`src/rtl/mult_pkg.sv`:
```
// Shared definitions for the multiply/accumulate datapath: product width and
// the accumulator FSM state encoding.
package mult_pkg;

  localparam int PROD_W_DEFAULT = 8;

  typedef enum logic [1:0] {
    ST_IDLE = 2'd0,
    ST_ACC  = 2'd1,
    ST_HOLD = 2'd2
  } state_e;

endpackage

```
`src/rtl/prod_accumulator_if.sv`:
```
// Burst-control, product-input and result-output handshakes of the product
// accumulator. The master modport drives bursts; the slave modport is the accumulator.
interface prod_accumulator_if
  import mult_pkg::*;
#(
  parameter int PROD_W = PROD_W_DEFAULT,
  parameter int ACC_W  = 12,
  parameter int LEN_W  = 4
) ();

  logic              start;
  logic [LEN_W-1:0]  len;
  logic              in_valid;
  logic              in_ready;
  logic [PROD_W-1:0] in_prod;
  logic              out_valid;
  logic              out_ready;
  logic [ACC_W-1:0]  out_sum;
  logic              out_ovf;
  logic              busy;

  modport master (
    output start, len, in_valid, in_prod, out_ready,
    input  in_ready, out_valid, out_sum, out_ovf, busy
  );

  modport slave (
    input  start, len, in_valid, in_prod, out_ready,
    output in_ready, out_valid, out_sum, out_ovf, busy
  );

endinterface

```
`src/rtl/prod_accumulator.sv`:
```
// Sums a programmed-length burst of unsigned products into an ACC_W-bit
// accumulator with a sticky carry-out flag, then holds the result until taken.
module prod_accumulator
  import mult_pkg::*;
#(
  parameter int PROD_W = PROD_W_DEFAULT,
  parameter int ACC_W  = 12,   // must be >= PROD_W
  parameter int LEN_W  = 4
) (
  input logic                clk,
  input logic                rst,
  prod_accumulator_if.slave  bus
);

  state_e             state_q, state_d;
  logic [ACC_W-1:0]   acc_q, acc_d;
  logic [LEN_W-1:0]   cnt_q, cnt_d;
  logic               ovf_q, ovf_d;
  logic [ACC_W:0]     sum_ext;
  logic               xfer;

  // One extra bit captures the carry out of the ACC_W-bit add.
  assign sum_ext = {1'b0, acc_q} + (ACC_W + 1)'(bus.in_prod);
  assign xfer    = (state_q == ST_ACC) && bus.in_valid;

  always_ff @(posedge clk) begin
    if (rst) begin
      state_q <= ST_IDLE;
      acc_q   <= '0;
      cnt_q   <= '0;
      ovf_q   <= 1'b0;
    end else begin
      state_q <= state_d;
      acc_q   <= acc_d;
      cnt_q   <= cnt_d;
      ovf_q   <= ovf_d;
    end
  end

  always_comb begin
    state_d = state_q;
    acc_d   = acc_q;
    cnt_d   = cnt_q;
    ovf_d   = ovf_q;
    case (state_q)
      ST_IDLE: begin
        if (bus.start) begin
          acc_d   = '0;
          ovf_d   = 1'b0;
          cnt_d   = bus.len;
          state_d = (bus.len == '0) ? ST_HOLD : ST_ACC;
        end
      end
      ST_ACC: begin
        if (xfer) begin
          acc_d = sum_ext[ACC_W-1:0];
          ovf_d = ovf_q | sum_ext[ACC_W];
          cnt_d = cnt_q - 1'b1;
          if (cnt_q == LEN_W'(1)) begin
            state_d = ST_HOLD;
          end
        end
      end
      ST_HOLD: begin
        if (bus.out_ready) begin
          state_d = ST_IDLE;
        end
      end
      default: state_d = ST_IDLE;
    endcase
  end

  // Result outputs come straight from registers, so they persist through IDLE.
  assign bus.in_ready  = (state_q == ST_ACC);
  assign bus.out_valid = (state_q == ST_HOLD);
  assign bus.out_sum   = acc_q;
  assign bus.out_ovf   = ovf_q;
  assign bus.busy      = (state_q != ST_IDLE);

endmodule

```
`src/flat_wrapper.sv`:
```
// flat-port wrapper written by rule: the top's interface ports become plain ports
module prod_accumulator_flat import mult_pkg::*;
#(
  parameter int PROD_W = PROD_W_DEFAULT,
  parameter int ACC_W  = 12,                       
  parameter int LEN_W  = 4
)
  (clk, rst, bus_start, bus_len, bus_in_valid, bus_in_prod, bus_out_ready, bus_in_ready, bus_out_valid, bus_out_sum, bus_out_ovf, bus_busy);
  prod_accumulator_if #(.PROD_W(PROD_W), .ACC_W(ACC_W), .LEN_W(LEN_W)) bus_i ();
  input logic clk;
  input logic rst;
  input wire logic [$bits(bus_i.start)-1:0] bus_start;
  input wire logic [$bits(bus_i.len)-1:0] bus_len;
  input wire logic [$bits(bus_i.in_valid)-1:0] bus_in_valid;
  input wire logic [$bits(bus_i.in_prod)-1:0] bus_in_prod;
  input wire logic [$bits(bus_i.out_ready)-1:0] bus_out_ready;
  output wire logic [$bits(bus_i.in_ready)-1:0] bus_in_ready;
  output wire logic [$bits(bus_i.out_valid)-1:0] bus_out_valid;
  output wire logic [$bits(bus_i.out_sum)-1:0] bus_out_sum;
  output wire logic [$bits(bus_i.out_ovf)-1:0] bus_out_ovf;
  output wire logic [$bits(bus_i.busy)-1:0] bus_busy;
  assign bus_i.start = bus_start;
  assign bus_i.len = bus_len;
  assign bus_i.in_valid = bus_in_valid;
  assign bus_i.in_prod = bus_in_prod;
  assign bus_i.out_ready = bus_out_ready;
  assign bus_in_ready = bus_i.in_ready;
  assign bus_out_valid = bus_i.out_valid;
  assign bus_out_sum = bus_i.out_sum;
  assign bus_out_ovf = bus_i.out_ovf;
  assign bus_busy = bus_i.busy;
  prod_accumulator #(.PROD_W(PROD_W), .ACC_W(ACC_W), .LEN_W(LEN_W)) u_core (.clk(clk), .rst(rst), .bus(bus_i));
endmodule
```
`config.mk`:
```
export PLATFORM = sky130hd
export DESIGN_NAME = prod_accumulator_flat
export DESIGN_NICKNAME = d
export VERILOG_FILES = /design/src/rtl/mult_pkg.sv /design/src/rtl/prod_accumulator_if.sv /design/src/rtl/prod_accumulator.sv /design/src/flat_wrapper.sv
export SDC_FILE = /design/constraint.sdc
export NUM_CORES = 1
export LEC_CHECK = 0
export ABC_AREA = 1
export CAP_MARGIN = 25
export CORE_ASPECT_RATIO = 0.5
export CORE_MARGIN = 3
export CORE_UTILIZATION = 50
export CTS_BUF_LIST = sky130_fd_sc_hd__clkbuf_8 sky130_fd_sc_hd__clkbuf_16
export DETAILED_ROUTE_END_ITERATION = 7
export PLACE_DENSITY = 0.81
export SYNTH_ARGS = -nofsm -noshare
export SYNTH_HDL_FRONTEND = slang
export SYNTH_SLANG_ARGS = --single-unit
```
`constraint.sdc`:
```
create_clock -name clk -period 2.6 [get_ports clk]
set_input_delay 0.52 -clock clk [delete_from_list [all_inputs] [get_ports clk]]
set_output_delay 0.52 -clock clk [all_outputs]
set_load 0.1 [all_outputs]
```
==> results.yml <==
cts:
  cts_inserted_buffers: 3
  clkLatencyLatePin_ps: 260
  clock_path_buffers: 2
  post-cts-setup-buffers: 0
  tritoncts: "yes"
  post_cts_resize_count: 0
  cts_num_sinks: 19
  post_cts_hold_buffer_count: 0
  clock_tree.root_cell: "clkbuf_8"
  cts-htree-levels: 1
  clk_pin_slew_ps: 70
yosys:
  edff_count_synth: 0
  seq_area_frac_synth_pct: 28.1
  post_synth_instance_area_mm2: 0.00135
  synthMostInstantiatedCell: "nand2_1"
  synth_cells: 204
  yosys_register_bits: 19
  synth_ff_type: "dfxtp_1"
  synth.top_cells.by_area: "dfxtp_1 (28%), nand2_1 (18%), ha_1 (9.2%), a21oi_1 (6.3%), inv_1 (6.1%)"
  syn-mean-instance-area_um2: 6.64
  synth.cells.most_frequent: "nand2_1 (64), inv_1 (22), nor2_1 (20)"
  synth_top_area_share_pct: 28.1
  ys_async_sr_fraction_pct: 0
  yosys.area.top_type: "dfxtp_1"
  synth_fp_nets: 232
  synth-warning-count: 0
  post_synth_num_cell_types: 28
timing:
  fin_crit_ps: 2060
  hold_viol_final: 0
  post-route-period-util_pct: 79.1
  timing.slew.headroom_pct: 68.8
  final_clock_skew_ps: 4.34
  tightest_slew_ps: 466
  timing.final.setup_violations: 0
  drv_slew: 0
  grt_setup_unrepaired: "no"
  timing.hold.ws_ps: 465
  fmax_mhz: 486
  totalNegativeSetupSlack_ps: 0
flow_run:
  max_cap_viol_count: 0
grt:
  grt_use_total_pct: 19.2
  initial_antenna_violation_count: 0
  grt_max_degree: 14
  first_pass_grt_wire_length_um: 5240
  globalRoute.totalOverflow: 0
  grt_pass1_vias: 1198
floorplan:
  core.rowCount: 12
  boundary_pins: 33
  initial_utilization_pct: 56.7
  coreArea_mm2: 0.00239
  chipWidth_um: 79.6
  chipHeight_um: 42.8
  floorplan.die_area_mm2: 0.00341
critical_path:
  worstPathArrival_ps: 2210
  critPathCaptureType: "register"
  worst-path-max-fanout: 5
  worstPathRequired_ps: 2750
  critPathKind: "input port to register"
  worst_setup_path_start_kind: "input port"
cells_and_area:
  diodes: 0
  layout_cell_share_with_drive_strength_beyond_1_pct: 14.3
  postLayoutCoreUtil_pct: 71.6
  fin_nets: 267
  area_growth_pct: 26.2
pwr:
  internal-power_uw: 698
  power_leakage_nw: 0.824
  netSwitchingPower_uw: 799
  power-per-cell-area_mw_per_mm2: 875
  clock_share_of_power_pct: 13.9
  total_power_mw: 1.50
  irDropWorstVdd_uv: 760
  netSwitchingFraction_pct: 53.4
  sequential_cell_fraction_of_total_power_pct: 26.6
  share_comb_of_total_power_pct: 59.5
detailed_routing:
  dr.pass1.iters: 4
  drtIter0Drc: 69
  via_density: 5.05
  ant_nets: 0
  detail_route.wl_per_cell_um: 11.4
  routed-via-count: 1378
  detail_route.drc_violations: 0
  total_wirelength_um: 3120
placed_design:
  placement.io_buffers: 32
  routabilityCongestion: 0.859
  post-dp-hpwl_um: 2520
outcome:
  run_status: "complete, no violations"
min_path:
  min_path_type: "register to register"
## power by group through the flow
stage / clock network, mW / logic [mW] / registers, mW
2_1_floorplan: 0 / 0.564 / 0.548
3_3_place_gp: 0 / 0.870 / 0.403
3_5_place_dp: 0 / 0.889 / 0.405
4_1_cts: 0.213 / 0.893 / 0.398
5_1_grt: 0.229 / 0.965 / 0.405
6_report: 0.207 / 0.891 / 0.398
## state kept, by name (all words and copies together) (netlist names)
| register | cells |
|---|---|
| u_core.state_q | 2 |
| u_core.bus.out_sum | 12 |
| u_core.bus.out_ovf | 1 |
| u_core.cnt_q | 4 |
## layout make-up
cell class | instances | area (um^2)
sequential | 19 | 380
timing repair buffer | 32 | 280
clock buffer | 3 | 41.3
inverter | 25 | 103
clock inverter | 1 | 5.00
fill | 219 | 678
tap | 35 | 43.8
multi-input combinational | 158 | 856
## per-stage QoR
| step | setup slack [ps] | instances | area [um^2] |
|---|---|---|---|
| floorplan | 387 | 204 | 1350 |
| finish | 542 | 273 | 1710 |
| detailed placement | 276 | 269 | 1660 |
| global route | 426 | 273 | 1710 |
| CTS | 548 | 273 | 1710 |
| global placement | 315 | 269 | 1660 |
## cell families (layout without fill, tap and decap cells)
kind of cell | Yosys count | in the layout | share of synthesized area (%)
flops | 19 | 19 | 28.1
buf+inv | 27 | 61 | 8.69
compound gates | 32 | 32 | 12.9
simple gates | 113 | 113 | 38.3
fa+ha+maj | 11 | 11 | 10.7
xor+xnor | 2 | 2 | 1.29
## worst max-delay path, stage by stage
cell and delay [ps]:
clkdlybuf4s50_1 400, ha_1 220, fa_1 420, nand2_1 80
nand2_1 80, nand3_1 90, nand3_1 180, a21oi_1 170
nor2_1 50
## placed cells by master, fill, tap and decap left out
cell type        instances
a211oi_1                 2
a21boi_0                 1
a21oi_1                 17
a21oi_2                  1
a31oi_1                  1
buf_4                   16
clkbuf_8                 3
clkdlybuf4s50_1         16
clkinv_2                 2
dfxtp_1                 19
fa_1                     1
ha_1                    10
inv_1                   22
inv_4                    1
inv_6                    1
nand2_1                 64
nand2_2                  1
nand2_4                  3
nand3_1                 13
nand3_2                  1
nand3b_1                 5
nor2_1                  20
nor2_2                   1
nor2_8                   1
nor3_1                   1
o211ai_1                 1
o21ai_0                  9
or2_2                    3
xnor2_1                  2
## path summary, 6_finish.rpt
kind	start	endpoint	slack, ps	depth (start not counted)
worst max register to register	u_core.bus.out_sum[0]	u_core.bus.out_sum[8]	860	8
worst max-delay path	bus_in_prod[0]	u_core.bus.out_sum[8]	540	9
worst min register to register	u_core.bus.out_ovf	u_core.bus.out_ovf	470	2
worst min-delay path	u_core.bus.out_ovf	u_core.bus.out_ovf	470	2
## layer usage
layer	track usage, %	up-vias	share of wire [%]	wire, um
met5	0	-	0	0
met2	33.2	37	46	1430
met3	5.08	2	6.2	193
met4	2.05	0	0.19	6
met1	24.8	612	48	1490
li1	-	727	-	-
No activity file was read; power rests on OpenSTA's default activity.
